File: src/rtl/alu_pkg.sv
// Shared definitions for the TotalALU datapath: function codes, divider states, default width.
// Pure declarations; no logic, no latency.
// No flow control; imported by the divider and its iteration step.
package alu_pkg;

   localparam int WIDTH_DEF = 32;

   localparam logic [5:0] FN_DIVU  = 6'd27;
   localparam logic [5:0] FN_DIV   = 6'd26;
   localparam logic [5:0] FN_MFHI  = 6'd16;
   localparam logic [5:0] FN_MFLO  = 6'd18;
   localparam logic [5:0] FN_MULTU = 6'd25;

   typedef enum logic [1:0] {
      IDLE = 2'd0,
      RUN  = 2'd1,
      DONE = 2'd2
   } div_state_t;

endpackage

File: src/rtl/div_step.sv
// One restoring-division iteration: shift {rem, q} left, trial-subtract the divisor.
// Purely combinational, zero latency.
// No flow control; the caller registers the outputs once per cycle.
module div_step
   import alu_pkg::*;
#(
   parameter int WIDTH = WIDTH_DEF
) (
   input  logic [WIDTH-1:0] i_rem,
   input  logic [WIDTH-1:0] i_q,
   input  logic [WIDTH-1:0] i_divisor,
   output logic [WIDTH-1:0] o_rem,
   output logic [WIDTH-1:0] o_q
);

   logic [WIDTH:0] w_rem_sh;
   logic [WIDTH:0] w_trial;

   // The loop invariant rem < divisor keeps the trial inside (-divisor, divisor),
   // so WIDTH+1 bits are enough and the top bit is a valid sign.
   always_comb begin
      w_rem_sh = {i_rem, i_q[WIDTH-1]};
      w_trial  = w_rem_sh - {1'b0, i_divisor};
      if (!w_trial[WIDTH]) begin
         o_rem = w_trial[WIDTH-1:0];
         o_q   = {i_q[WIDTH-2:0], 1'b1};
      end else begin
         o_rem = w_rem_sh[WIDTH-1:0];
         o_q   = {i_q[WIDTH-2:0], 1'b0};
      end
   end

endmodule

File: src/rtl/divu_unit.sv
// Multi-cycle restoring divider: quotient to LO, remainder to HI, read back via MFHI/MFLO.
// Results land 32 cycles after the start edge; Output is combinational from Signal and HI/LO.
// No backpressure: busy is informational, starts are ignored until the FSM is back in IDLE.
// Optional signed DIV (code 26) is built when DIVU_SIGNED_DIV_EN is defined.
module divu_unit
   import alu_pkg::*;
#(
   parameter int WIDTH = WIDTH_DEF,
   parameter int CNT_W = 6
) (
   input  logic             clk,
   input  logic             reset,
   input  logic [WIDTH-1:0] dataA,
   input  logic [WIDTH-1:0] dataB,
   input  logic [5:0]       Signal,
   output logic [WIDTH-1:0] Output,
   output logic             busy,
   output logic             div_zero
);

   localparam logic [CNT_W-1:0] LAST_CNT = CNT_W'(WIDTH - 1);

   div_state_t       r_state;
   div_state_t       w_next_state;
   logic [CNT_W-1:0] r_cnt;
   logic [WIDTH-1:0] r_rem;
   logic [WIDTH-1:0] r_q;
   logic [WIDTH-1:0] r_div;
   logic [WIDTH-1:0] r_hi;
   logic [WIDTH-1:0] r_lo;
   logic             r_busy;
   logic             r_div_zero;

   logic             w_start;
   logic             w_last;
   logic [WIDTH-1:0] w_a_op;
   logic [WIDTH-1:0] w_b_op;
   logic [WIDTH-1:0] w_rem_nxt;
   logic [WIDTH-1:0] w_q_nxt;
   logic [WIDTH-1:0] w_hi_fin;
   logic [WIDTH-1:0] w_lo_fin;

`ifdef DIVU_SIGNED_DIV_EN
   logic r_neg_q;
   logic r_neg_r;
   logic w_is_div;

   // Signed DIV iterates on magnitudes; signs are reapplied at completion.
   always_comb begin
      w_is_div = (Signal == FN_DIV);
      w_start  = (Signal == FN_DIVU) || w_is_div;
      w_a_op   = (w_is_div && dataA[WIDTH-1]) ? -dataA : dataA;
      w_b_op   = (w_is_div && dataB[WIDTH-1]) ? -dataB : dataB;
   end
`else
   // Only unsigned DIVU starts a division.
   always_comb begin
      w_start = (Signal == FN_DIVU);
      w_a_op  = dataA;
      w_b_op  = dataB;
   end
`endif

   assign w_last = (r_cnt == LAST_CNT);

   div_step #(.WIDTH(WIDTH)) u_step (
      .i_rem     (r_rem),
      .i_q       (r_q),
      .i_divisor (r_div),
      .o_rem     (w_rem_nxt),
      .o_q       (w_q_nxt)
   );

   // Final HI/LO values taken from the last iteration's outputs.
   always_comb begin
      w_lo_fin = w_q_nxt;
      w_hi_fin = w_rem_nxt;
`ifdef DIVU_SIGNED_DIV_EN
      // Divide by zero keeps the all-ones quotient; remainder still carries the dividend sign,
      // which reproduces the original dividend.
      if (r_neg_q && (r_div != '0)) w_lo_fin = -w_q_nxt;
      if (r_neg_r)                  w_hi_fin = -w_rem_nxt;
`endif
   end

   // State register.
   always_ff @(posedge clk or negedge reset) begin
      if (!reset) r_state <= IDLE;
      else        r_state <= w_next_state;
   end

   // Next-state logic; DONE waits for the start code to drop so a held code starts once.
   always_comb begin
      w_next_state = r_state;
      case (r_state)
         IDLE:    if (w_start) w_next_state = RUN;
         RUN:     if (w_last)  w_next_state = DONE;
         DONE:    if (!w_start) w_next_state = IDLE;
         default: w_next_state = IDLE;
      endcase
   end

   // Datapath: operand latch at start, one step per RUN cycle, HI/LO written only at completion.
   always_ff @(posedge clk or negedge reset) begin
      if (!reset) begin
         r_cnt      <= '0;
         r_rem      <= '0;
         r_q        <= '0;
         r_div      <= '0;
         r_hi       <= '0;
         r_lo       <= '0;
         r_busy     <= 1'b0;
         r_div_zero <= 1'b0;
      end else begin
         r_busy <= (w_next_state == RUN);
         case (r_state)
            IDLE: begin
               if (w_start) begin
                  r_q   <= w_a_op;
                  r_div <= w_b_op;
                  r_rem <= '0;
                  r_cnt <= '0;
               end
            end
            RUN: begin
               r_rem <= w_rem_nxt;
               r_q   <= w_q_nxt;
               r_cnt <= r_cnt + 1'b1;
               if (w_last) begin
                  r_hi       <= w_hi_fin;
                  r_lo       <= w_lo_fin;
                  r_div_zero <= (r_div == '0);
               end
            end
            default: ;
         endcase
      end
   end

`ifdef DIVU_SIGNED_DIV_EN
   // Sign flags latched alongside the operands; DIVU clears them.
   always_ff @(posedge clk or negedge reset) begin
      if (!reset) begin
         r_neg_q <= 1'b0;
         r_neg_r <= 1'b0;
      end else if ((r_state == IDLE) && w_start) begin
         r_neg_q <= w_is_div && (dataA[WIDTH-1] ^ dataB[WIDTH-1]);
         r_neg_r <= w_is_div && dataA[WIDTH-1];
      end
   end
`endif

   // Read-back mux: HI for MFHI, LO for MFLO, zero otherwise.
   always_comb begin
      Output = '0;
      case (Signal)
         FN_MFHI: Output = r_hi;
         FN_MFLO: Output = r_lo;
         default: Output = '0;
      endcase
   end

   assign busy     = r_busy;
   assign div_zero = r_div_zero;

endmodule

File: config.mk
export PLATFORM = sky130hd
export DESIGN_NAME = divu_unit
export DESIGN_NICKNAME = d
export VERILOG_FILES = /design/src/rtl/alu_pkg.sv /design/src/rtl/div_step.sv /design/src/rtl/divu_unit.sv
export SDC_FILE = /design/constraint.sdc
export NUM_CORES = 1
export LEC_CHECK = 0
export BUFFER_PORTS_ARGS = -buffer_cell sky130_fd_sc_hd__buf_2
export CAP_MARGIN = 20
export CORE_MARGIN = 3
export CORE_UTILIZATION = 35
export CTS_CLUSTER_SIZE = 25
export DETAILED_ROUTE_END_ITERATION = 8
export REMOVE_ABC_BUFFERS = 1
export SLEW_MARGIN = 5
export SYNTH_ARGS = -nofsm -noshare
export SYNTH_HDL_FRONTEND = slang
export SYNTH_SLANG_ARGS = --single-unit
File: constraint.sdc
create_clock -name clk -period 3.5 [get_ports clk]
set_input_delay 0.35 -clock clk [delete_from_list [all_inputs] [get_ports clk]]
set_output_delay 0.35 -clock clk [all_outputs]
set_load 0.05 [all_outputs]
=== After elaboration in Yosys (flattened, before gate mapping) ===
Index checks and enable logic that the tools add are counted.

* Latch bits: 0
* Register bits after elaboration: 170
* Logic and storage cells: 38
* Memories: 0
* Bits in writable memories: 0
* ROM bits: 0
* Bits of input ports: 72

* Eq/ne operators: 8
* Multiply operators: 0
* Divide/modulo/power cells: 0
* Reductions and logical operators: 6
* Shift operators: 0
* Mux-type cells: 13
* Bitwise operators: 0
* Add/sub/neg operators: 2
* Magnitude comparators: 0

{| class="wikitable"
|+ Operators by type and width
! operator !! count
|-
| $pmux 32 s2 || 3
|-
| $mux 32 || 3
|-
| $sub 33x32->33 || 1
|-
| $logic_not 32->1 || 1
|-
| $eq 6x5->1 const B || 4
|-
| $pmux 6 s2 || 1
|-
| $add 6x1->6 const B || 1
|-
| $mux 2 || 3
|-
| $mux 6 || 1
|-
| $pmux 2 s3 || 1
|-
| $reduce_and 2->1 || 3
|-
| $eq 2x1->1 const B || 2
|-
| $eq 2x2->1 const B || 1
|-
| $logic_not 2->1 || 1
|-
| $ne 2x2->1 const B || 1
|-
| $reduce_bool 2->1 || 1
|-
| $mux 1 || 1
|}

=== Logic depth before layout (Yosys ltp) ===
* Depth after elaboration: 4
* Mapped depth: 14
* Depth with buffers taken out: 13

=== By module ===
Synthesis repeated with hierarchy kept, for this count alone.

* Cells, all modules: 883
* Area, all modules: 9816.9 um^2

{| class="wikitable"
|+ Modules (own cells, without submodules)
! module !! area an instance (um^2) !! times used !! cells each
|-
| divu_unit || 7225.7 || 1 || 547
|-
| div_step || 2591.2 || 1 || 336
|}

=== Worst setup path after synthesis ===
Ideal clock, no wire load.

* Kind: register -> register
* From: reg r_q[31]
* To: reg r_rem[10]
* Setup time: 132 ps
* Stages on the path, launching flop included: 14
* Arrival: 3051 ps
* Path buffers: 1
* Setup slack: 316 ps
* Clock period less this slack: 3184 ps
* Cells stage by stage: dfrtp_1 > inv_1 > ha_1 > inv_1 > fa_1 > a211oi_1 > o21ai_2 > a21oi_1 > or4b_1 > and4b_1 > nor4_4 > buf_4 > mux2i_1 > o21ai_1

* Word-level cells in the longest chain between the ends: 3

{| class="wikitable"
|+ RTL lines
! item !! RTL line !! source
|-
| from (decl) || divu_unit.sv:27 || <nowiki>logic [WIDTH-1:0] r_q;</nowiki>
|-
| from (signal assigned) || divu_unit.sv:119 || <nowiki>r_q <= w_a_op;</nowiki>
|-
| from (signal assigned) || divu_unit.sv:127 || <nowiki>r_q <= w_q_nxt;</nowiki>
|-
| $sub 33x32->33 || div_step.sv:23 || <nowiki>w_trial = w_rem_sh - {1'b0, i_divisor};</nowiki>
|-
| $mux 32 || div_step.sv:24 || <nowiki>if (!w_trial[WIDTH]) begin</nowiki>
|-
| $pmux 32 s2 || divu_unit.sv:116 || <nowiki>case (r_state)</nowiki>
|-
| to (signal assigned) || divu_unit.sv:126 || <nowiki>r_rem <= w_rem_nxt;</nowiki>
|-
| to (decl) || divu_unit.sv:26 || <nowiki>logic [WIDTH-1:0] r_rem;</nowiki>
|}

No other way between the ends.
A chain may end at the register's enable or synchronous reset.

=== Final worst setup path ===
* From: reg r_q[31]
* To: reg r_hi[11]

* Word-level cells in the longest chain between the ends: 2

{| class="wikitable"
|+ RTL lines
! item !! RTL line !! source
|-
| $sub 33x32->33 || div_step.sv:23 ||
|-
| $mux 32 || div_step.sv:24 ||
|-
| to (signal assigned) || divu_unit.sv:130 || <nowiki>r_hi <= w_hi_fin;</nowiki>
|-
| to (decl) || divu_unit.sv:29 || <nowiki>logic [WIDTH-1:0] r_hi;</nowiki>
|}

No other way between the ends.

==> impl_metrics.ini <==
[cts]
clkSlewWorstSetupHoldPaths_ps = 70
insertion_delay_ps = 430
cts_buffers = 17
cts_tree = yes
cts_buffer_depth = 2
htreeDepth = 4
cts_sinks = 170
root_buffer = clkbuf_16

[synthesis]
syn_inst = 986
synth_area_leaders = dfrtp_1, mux2i_1, nand2_1, a22oi_1, o21ai_0
yosys.cell_count.top_type = dfrtp_1
yosys.area_share.adder_pct = 4.657
yosys_warnings = 0
syn_avg_cell_area_sq_um = 9.428
synth-simple-area-share_pct = 11.97
synthDistinctLibCells = 59
synth_top_cell_by_area = dfrtp_1
async_flop_share_pct = 100.0
synth_mux_area_share_pct = 10.70
synth_compound_area_share_pct = 20.05
yosysSeqAreaShare_pct = 45.76
syn_area_sq_um = 9296
synth_flop_cell = dfrtp_1
synthXorXnorAreaFrac_pct = 2.732
synth_top_area_share_pct = 45.76
synthTopCellsByCount = dfrtp_1, nand2_1, o21ai_0
synth-edff-count = 0
synth_top_family_by_area = compound AO/OA/AOI/OAI gates
ys_ff_latch = 170

[critical_path]
cp-start-kind = flip-flop
end_kind = flip-flop
worst_ep_arrival_time_ps = 3680
r2r_setup_slack_ps = 130
critPathRequiredTime_ps = 3810
cp_max_fo = 13
r2r_cells = 14
reg2reg_from = r_q[31]
r2r-end = r_hi[11]
crit_type = flip-flop to flip-flop

[place]
io_buffers = 105
gp_congestion = 0.8467
dp_hpwl_microns = 17770
pre_cts_slack_ps = 83.59

[timing]
fin_skew_ps = 8.907
hold_viol = 0
fin_crit_ps = 3372
worst_pin_slew_ps = 672.7
max_slew_margin_pct = 55.16
finalSetupViolCount = 0
max_freq_mhz = 296.5
slew_viol_final = 0
fin_ws_ps = 127.6
period_share_pct = 96.35
rsz0062_at_grt = true

[detailed_routing]
first_pass_iters = 5
final_antenna_net_count = 0
wl_per_cell_microns = 17.67
vias_per_cell = 5.311
num_vias = 7558
drt_iter0_markers = 531
totalWireLength_microns = 25150
drc = 0

[global_route]
grt_pass1_wl_microns = 40700
antenna_found_initial = 0
grtUsageTotal_pct = 17.64
grt_pass1_vias = 7561
grt_max_degree = 73
grt-ovfl-total = 0

[outcome]
outcome = finished clean

[floorplanning]
io_pins = 106
rows = 59
die_w_microns = 169.0
initial_core_util_pct = 35.67
chipHeight_microns = 169.0
core_sq_um = 26060
die_area_sq_um = 28550

[final_layout]
regArea_sq_um = 4254
drive_above_1_share_pct = 19.12
diodes = 0
nNetsFinal = 1181
area_growth_pct = 18.21
nFillCells = 2562
post-route-util_pct = 42.17
multi_input_area_sq_um = 4696

[run]
maxCapViolCount = 0

[pwr]
p_leak_nw = 5.031
vdd_ir_drop_max_v = 0.0003840
powerDensity_nw_per_um2 = 701.6

[worst_hold_path]
hold_path_end = r_div[2]
min_path_type = input pin to flip-flop
holdPathStages = 3
hp-start = dataB[2]
## placed cells by master, fill, tap and decap left out, drive strengths merged, types with 13 or more instances in the layout
cell | synthesis | routed
inv | 38 | 40
dfrtp | 170 | 170
ha | 33 | 33
nand2 | 136 | 136
buf | 15 | 127
xnor2 | 15 | 15
a21o | 13 | 13
nand3 | 13 | 13
mux2 | 35 | 35
xor2 | 14 | 14
mux2i | 60 | 60
a21oi | 40 | 40
clkbuf | 44 | 18
nor2 | 56 | 56
o21ai | 152 | 152
a22oi | 63 | 63
## worst max-delay path, stage by stage (launching register included)
cell and delay (ps):
dfrtp_1 380, inv_1 80, ha_1 200, inv_1 70, fa_1 210, a211oi_1 100
o21ai_2 210, a21oi_1 150, or4b_1 590, and4b_1 230, nor4_4 290, buf_12 210
buf_12 150, mux2i_1 280, o21ai_1 80
## area by class of cell
type | instances | area share [%]
flip-flops and latches | 170 | 38.71
well taps | 335 | 3.814
inverters | 38 | 1.298
clock inverters | 15 | 2.232
repair buffers | 129 | 7.344
clock buffers | 17 | 3.871
multi-input cells | 719 | 42.73
## how the worst max path moves through the flow
stage	end	start	slack, ps	depth (start not counted)
after floorplan	r_div[0]	Signal[5]	-1550	4
after global placement	r_hi[31]	r_q[31]	160	14
after detailed placement	r_rem[11]	r_q[31]	80	14
after CTS	r_hi[11]	r_q[31]	80	14
after global routing	r_hi[17]	r_q[31]	-7	14
final	r_hi[11]	r_q[31]	130	14
## metal layers
| metal | share of wire (%) | routed length (microns) | global-route usage, % |
|---|---|---|---|
| met4 | 0.84 | 212 | 4.093 |
| met1 | 50 | 12680 | 26.78 |
| met3 | 5.0 | 1256 | 2.779 |
| met2 | 44 | 11000 | 26.48 |
| met5 | 0 | 0 | 0 |
## cells by family (layout without fill, tap and decap cells)
group                    Yosys count  count (layout)
AO/OA/AOI/OAI                    309             309
multiplexers                      95              95
adder cells (fa/ha/maj)           34              34
XOR/XNOR                          29              29
AND/OR/NAND/NOR                  252             252
flip-flops                       170             170
buffers and inverters             97             199
## sequential cells by signal, indices dropped and copies added, names as in the netlist
name	count
r_div	32
r_rem	32
div_zero	1
r_lo	32
r_q	32
r_cnt	6
busy	1
r_hi	32
r_state	2
## report_power, final
| group | total, mW | leakage (nW) | internal, mW | switching (mW) |
|---|---|---|---|---|
| clock | 2.16 | 0.324 | 1.34 | 0.815 |
| sequential | 2.85 | 2.24 | 2.40 | 0.452 |
| combinational | 2.70 | 2.47 | 1.10 | 1.60 |
## through the flow
| stage | area, sq um | TNS, ps | power (mW) | hold WS [ps] | std cells |
|---|---|---|---|---|---|
| after detailed placement | 10260 | 0 | 5.520 | 427.7 | 1388 |
| after global placement | 10260 | 0 | 5.479 | 432.2 | 1388 |
| final | 10990 | 0 | 7.710 | 127.0 | 1423 |
| after floorplan | 9055 | -159650 | 4.674 | 54.41 | 927 |
| after CTS | 10940 | 0 | 7.700 | 111.9 | 1421 |
| after global routing | 10990 | -12.94 | 8.211 | 126.1 | 1423 |
## timing repair
item,4_1_cts,5_1_grt
hold buffers,1,0
setup endpoints to repair,0,35
buffers inserted,0,1
endpoints found under the hold margin,69,0
gates resized for setup,0,4
Note: power is estimated with default switching activity, not from simulation.
